## src/rtl/xif_copro_commit_tracker.sv

```systemverilog
// In-order commit/kill tracker for offloaded XIF instructions.
// Mirrors the input stream FIFO order and reports the oldest entry's commit state.
module xif_copro_commit_tracker #(
  parameter int unsigned DEPTH    = 4,
  parameter int unsigned ID_WIDTH = 4
) (
  input  logic                         clk_i,
  input  logic                         rst_i,
  input  logic                         issue_valid_i,
  input  logic [ID_WIDTH-1:0]          issue_id_i,
  output logic                         ready_o,
  input  logic                         commit_valid_i,
  input  logic [ID_WIDTH-1:0]          commit_id_i,
  input  logic                         commit_kill_i,
  output logic                         head_valid_o,
  output logic [ID_WIDTH-1:0]          head_id_o,
  output logic                         head_committed_o,
  output logic                         head_killed_o,
  input  logic                         retire_i,
  output logic [$clog2(DEPTH+1)-1:0]   count_o,
  output logic                         err_commit_o
);

  localparam int unsigned PTR_W = (DEPTH > 1) ? $clog2(DEPTH) : 1;
  localparam int unsigned CNT_W = $clog2(DEPTH + 1);

  typedef enum logic [1:0] {
    ST_FREE      = 2'd0,
    ST_ISSUED    = 2'd1,
    ST_COMMITTED = 2'd2,
    ST_KILLED    = 2'd3
  } state_e;

  logic [ID_WIDTH-1:0] id_q [DEPTH];
  logic [ID_WIDTH-1:0] id_d [DEPTH];
  state_e              st_q [DEPTH];
  state_e              st_d [DEPTH];
  logic [PTR_W-1:0]    wr_ptr_q, wr_ptr_d;
  logic [PTR_W-1:0]    rd_ptr_q, rd_ptr_d;
  logic [CNT_W-1:0]    count_q, count_d;
  logic                err_q, err_d;

  logic                ready_s;
  logic                head_valid_s;
  state_e              head_st_s;
  logic                push_s;
  logic                retire_s;
  logic                match_s;
  state_e              commit_st_s;

  // Explicit wrap so DEPTH need not be a power of two.
  function automatic logic [PTR_W-1:0] ptr_inc(input logic [PTR_W-1:0] p);
    return (p == PTR_W'(DEPTH - 1)) ? {PTR_W{1'b0}} : p + PTR_W'(1);
  endfunction

  // Next-state: commit matching, retire, push and occupancy update.
  always_comb begin
    id_d        = id_q;
    st_d        = st_q;
    wr_ptr_d    = wr_ptr_q;
    rd_ptr_d    = rd_ptr_q;
    count_d     = count_q;
    match_s     = 1'b0;
    ready_s     = (count_q < CNT_W'(DEPTH));
    head_valid_s = (count_q != {CNT_W{1'b0}});
    head_st_s   = st_q[rd_ptr_q];
    push_s      = issue_valid_i & ready_s;
    retire_s    = retire_i & head_valid_s & (head_st_s != ST_ISSUED);
    commit_st_s = commit_kill_i ? ST_KILLED : ST_COMMITTED;

    for (int i = 0; i < DEPTH; i++) begin
      if (commit_valid_i && (st_q[i] == ST_ISSUED) && (id_q[i] == commit_id_i)) begin
        st_d[i] = commit_st_s;
        match_s = 1'b1;
      end else begin
        st_d[i] = st_q[i];
      end
    end

    // Retired head is never ISSUED, so the commit loop cannot have touched it.
    if (retire_s) begin
      st_d[rd_ptr_q] = ST_FREE;
      rd_ptr_d       = ptr_inc(rd_ptr_q);
    end else begin
      rd_ptr_d = rd_ptr_q;
    end

    if (push_s) begin
      id_d[wr_ptr_q] = issue_id_i;
      wr_ptr_d       = ptr_inc(wr_ptr_q);
      if (commit_valid_i && (commit_id_i == issue_id_i)) begin
        st_d[wr_ptr_q] = commit_st_s;
        match_s        = 1'b1;
      end else begin
        st_d[wr_ptr_q] = ST_ISSUED;
      end
    end else begin
      wr_ptr_d = wr_ptr_q;
    end

    case ({push_s, retire_s})
      2'b10:   count_d = count_q + CNT_W'(1);
      2'b01:   count_d = count_q - CNT_W'(1);
      default: count_d = count_q;
    endcase

    err_d = commit_valid_i & ~match_s;
  end

  // State registers with asynchronous active-high reset.
  always_ff @(posedge clk_i or posedge rst_i) begin
    if (rst_i) begin
      for (int i = 0; i < DEPTH; i++) begin
        id_q[i] <= {ID_WIDTH{1'b0}};
        st_q[i] <= ST_FREE;
      end
      wr_ptr_q <= {PTR_W{1'b0}};
      rd_ptr_q <= {PTR_W{1'b0}};
      count_q  <= {CNT_W{1'b0}};
      err_q    <= 1'b0;
    end else begin
      id_q     <= id_d;
      st_q     <= st_d;
      wr_ptr_q <= wr_ptr_d;
      rd_ptr_q <= rd_ptr_d;
      count_q  <= count_d;
      err_q    <= err_d;
    end
  end

  assign ready_o          = ready_s;
  assign head_valid_o     = head_valid_s;
  assign head_id_o        = head_valid_s ? id_q[rd_ptr_q] : {ID_WIDTH{1'b0}};
  assign head_committed_o = head_valid_s & (head_st_s == ST_COMMITTED);
  assign head_killed_o    = head_valid_s & (head_st_s == ST_KILLED);
  assign count_o          = count_q;
  assign err_commit_o     = err_q;

endmodule

```

## config.mk

```make
export PLATFORM = sky130hd
export DESIGN_NAME = xif_copro_commit_tracker
export DESIGN_NICKNAME = d
export VERILOG_FILES = /design/src/rtl/xif_copro_commit_tracker.sv
export SDC_FILE = /design/constraint.sdc
export NUM_CORES = 1
export LEC_CHECK = 0
export CORE_MARGIN = 1.5
export CORE_UTILIZATION = 37
export DETAILED_ROUTE_END_ITERATION = 16
export PLACE_DENSITY = 0.64
export SYNTH_ARGS = -nofsm -noshare
export SYNTH_HDL_FRONTEND = slang
export SYNTH_SLANG_ARGS = --single-unit
```

## constraint.sdc

```tcl
create_clock -name clk_i -period 4.7 [get_ports clk_i]
set_input_delay 1.41 -clock clk_i [delete_from_list [all_inputs] [get_ports clk_i]]
set_output_delay 1.41 -clock clk_i [all_outputs]
set_load 0.05 [all_outputs]
```

==> results.md <==
- Setup repair after global routing left no endpoint under its margin.
- The static power due to leakage is 1.03 nW.
- The buffer depth of the longest clock path is 2.
- The final instance area is 2390 sq um.
- The routed wirelength normalized by instance count is 16.4 um.
- The max-slew violation total from the final report is 0.
- The synthesis warning total is 0.
- The average instance in the mapped netlist occupies 11.1 sq um.
- The count of cell types in the netlist is 39.
- The final weighted congestion in routability-driven placement is 0.860.
- In this run, post-CTS repair resized a total of 0 instances.
- The category of the critical setup timing path is reg -> out.
- The cell count after placement is 268.
- The share of the core filled with cells in the final layout is 46.4%.
- Buffers added to address setup during post-CTS repair amount to 0.
- Of all nets on the critical path, the largest fanout is 10.
- The combinational family with the most area after synthesis is multiplexers.
- The combined area of all synthesized cells is 1990 sq um.
- TritonCTS built the clock tree.
- The number of synthesized flops with an enable pin is 0.
- The count of cells in the finished layout, fillers not included, comes to 276.
- The flow ran to the end, and the final reports show no timing, DRC or antenna violations.
- The via count of the first global-routing pass is 1,486.
- The first global-routing pass estimated 7.71 mm of wire.
- The most area-hungry cell type in the Yosys netlist is sky130_fd_sc_hd__dfrtp_1.
- For this configuration, the core starts out at a cell density of 38.7%.
- In the finished design, the share of the clock period the worst path needs comes to 82.7%.
- Measured against its own limit, the worst slew margin works out to 52.0%.
- The number of sinks on the clock net is 32.
- The origin of the critical flop-to-flop path is rd_ptr_q[0].
- The total inserted antenna cells is 0.
- Detailed placement ended at an HPWL of 3.20 mm.
- For this design the top-level I/O count stands at 26.
- The share of total power in the clock network is 12.5%.
- The internal power of the cells is 0.996 mW.
- In this run the biggest area consumer among cell types represents 40.3% of the synthesized area.
- For this run, the top clock speed supported by timing is 257 MHz.
- Counting the fill cells in the layout gives 517.
- The proportion of total power due to net switching is 44.9%.
- Clock tree synthesis inserted a total of 5 buffers.
- The worst-case IR drop observed on VDD is 459 uV.
- The initial DRC count is 172.
- At the end of the flow, the number of nets in the layout was 229.
- The number of nets handed over by synthesis was 203.
- The synthesized netlist devotes 6.68% of its cell area to adder and majority cells.
- The proportion of synthesized flip-flops having asynchronous set or reset is 100%.
- Entering global routing, the biggest net connects 33 pins.
- The later pin in the worst-skew pair is clocked with a latency of 290 ps.
- After detailed routing, the number of remaining DRC violations is 0.
- Of the cells placed in the final design, the portion with a size suffix greater than 1 is 16.5%.
- The count of max-cap constraint violations is 0.
- Global routing used 17.1% of the available tracks across all layers.
- The synthesized netlist devotes 9.19% of its cell area to compound gates.
- The routed wire length is 4.53 mm.
- Dividing total power by cell area gives a power density of 756 nW/um^2.
- Combinational logic is responsible for 56.4% of the overall power.
- The worst setup path is captured at an output port.
- The most used flip-flop cell after synthesis is sky130_fd_sc_hd__dfrtp_1.
- The detailed-route via count is 1,454.
- The path class of the tightest hold or removal check is reg -> reg.
- The simple-gate area share of the yosys netlist is 11.8%.
- The multiplexer share of the synthesized area is 17.1%.
- The worst setup path is launched from a register.
- The floorplan has 26 rows.
- At the worst endpoint, the arrival time is 2480 ps.
- The start point of the worst hold path is count_o[0].
- Synthesis produced 179 cells.
- The floorplan step set the die width to 76.3 um.
- For this design, the CTS-stage hold fixing added 0 buffers.
- The commonest cells after synthesis are 32 x sky130_fd_sc_hd__dfrtp_1, 16 x sky130_fd_sc_hd__mux2_2, 15 x sky130_fd_sc_hd__nand2_1.
- After routing, the total negative slack on setup checks comes to 0 ps.
- At the pin with the least slew margin, the transition time is 713 ps.
- The area of the core region is 5140 sq um.
- The share of total power dissipated in sequential elements is 31.2%.
- The share of the Yosys chip area taken by registers is 40.3%.
- Summed over all layers, the global routing overflow is 0.
- Setup violations remaining at the end of the flow were counted as 0.
- The number of failing hold endpoints at the final stage came to 0.
- The data required time of the worst path is 3290 ps.
- The clock tree synthesis step divided the H-tree into 2 levels.
- The pre-antenna-repair detailed-routing pass consisted of 4 iterations.
- Clock-pin slew was measured on the worst setup and hold paths at 60 ps.
- The xor and xnor area share after synthesis is 10.1%.
- By area the synthesized netlist is led by sky130_fd_sc_hd__dfrtp_1 40%, sky130_fd_sc_hd__mux2_2 9.1%, sky130_fd_sc_hd__xor2_1 5.7%.
- The floorplan step defined a die boundary enclosing 5820 sq um.
- The initial antenna violation count is 0.
- The height of the die is 76.3 um.
- In the routed layout, each cell is associated on average with a via count of 5.27.
- The clock arrives with 9.64 ps of skew.
- The cell at the root of the clock tree is sky130_fd_sc_hd__clkbuf_8.
- The count of nets left with antenna violations once routing finished came out at 0.
- After layout, the minimum clock period comes to 3890 ps.
- For this design the total switching power over the nets is 0.810 mW.
- The total cell area at the placement stage is 2290 sq um.
- The launch point of the worst path is rd_ptr_q[0].
- The count of input and output buffers is 25.
- The most frequent cell after synthesis is sky130_fd_sc_hd__dfrtp_1.
- The area growth from synthesis to layout is 20.2%.
- The flip-flop and latch count after synthesis is 32.
[cell usage in the layout (no fill, tap or decap), types with 2 or more instances in the layout]
master and count:
sky130_fd_sc_hd__a31o_2 2, sky130_fd_sc_hd__nand2b_1 3, sky130_fd_sc_hd__nand2_1 15, sky130_fd_sc_hd__xor2_1 13, sky130_fd_sc_hd__mux4_2 2, sky130_fd_sc_hd__o21ai_1 2
sky130_fd_sc_hd__o21ai_0 4, sky130_fd_sc_hd__nand3_1 3, sky130_fd_sc_hd__mux4_1 4, sky130_fd_sc_hd__clkbuf_8 6, sky130_fd_sc_hd__a32o_1 4, sky130_fd_sc_hd__dfrtp_1 32
sky130_fd_sc_hd__xnor2_1 10, sky130_fd_sc_hd__nor4_1 4, sky130_fd_sc_hd__mux2_2 16, sky130_fd_sc_hd__clkdlybuf4s50_1 25, sky130_fd_sc_hd__nor2_1 8, sky130_fd_sc_hd__nor3_1 3
sky130_fd_sc_hd__nand4_1 2, sky130_fd_sc_hd__and2_1 4, sky130_fd_sc_hd__buf_4 2, sky130_fd_sc_hd__ha_1 9, sky130_fd_sc_hd__a21oi_1 2, sky130_fd_sc_hd__clkinv_2 2
sky130_fd_sc_hd__inv_1 13
[per-stage QoR]
stage / worst slack, ps / hold WS [ps] / power (mW)
finish: 814 / 501 / 1.81
floorplan: 952 / 514 / 1.32
detailed placement: 1110 / 495 / 1.58
CTS: 798 / 504 / 1.82
global placement: 1160 / 490 / 1.57
global route: 738 / 525 / 1.93
[metal layers]
| metal | routed length [um] | vias up | track usage, % |
|---|---|---|---|
| li1 | - | 682 | - |
| met3 | 276 | 7 | 4.55 |
| met5 | 0 | - | 0 |
| met2 | 2120 | 43 | 27.5 |
| met1 | 2080 | 722 | 22.9 |
| met4 | 51 | 0 | 3.89 |
[sequential cells by signal, summed over array words and instances (netlist names)]
register,count
id_q,16
st_q,8
count_o,3
rd_ptr_q,2
err_commit_o,1
wr_ptr_q,2
[final timing paths]
path                                    end  slack (ps)  cells past startpoint
setup / recovery           head_committed_o         810                      3
min in group asynchronous        count_o[1]        1500                      3
max in group asynchronous           st_q[6]        2890                      3
hold reg to reg                  count_o[0]         500                      1
hold / removal                   count_o[0]         500                      1
setup reg to reg                 count_o[2]        1990                      9
[worst max-delay path, stage by stage, from the launching register on]
cell	delay [ps]
sky130_fd_sc_hd__dfrtp_1	640
sky130_fd_sc_hd__mux4_2	600
sky130_fd_sc_hd__nor2_1	130
sky130_fd_sc_hd__clkdlybuf4s50_1	810
[cell type report]
| type | instances | area [sq um] | share of cell area [%] |
|---|---|---|---|
| clock buffer | 6 | 82.6 | 3.46 |
| clock inverter | 2 | 10.0 | 0.419 |
| inverter | 13 | 48.8 | 2.04 |
| multi-input combinational | 126 | 1090 | 45.8 |
| sequential | 32 | 801 | 33.5 |
| tap | 70 | 87.6 | 3.67 |
| timing repair buffer | 27 | 265 | 11.1 |
[cell families (layout without fill, tap and decap cells)]
group                      after synthesis  after routing
DFF                                     32             32
AOI/OAI and AO/OA                       23             23
xor gates and xnor gates                23             23
adders and majority gates               10             10
muxes                                   23             23
buffers and inverters                   21             48
and+or+nand+nor                         47             47
[power by group through the flow]
stage	sequential [mW]	combinational [mW]	clock [mW]
6_report	0.563	1.02	0.225
5_1_grt	0.580	1.11	0.243
4_1_cts	0.558	1.03	0.232
3_5_place_dp	0.563	1.02	0
3_3_place_gp	0.560	1.01	0
2_1_floorplan	0.556	0.759	0
No activity file was read; power rests on OpenSTA's default activity.
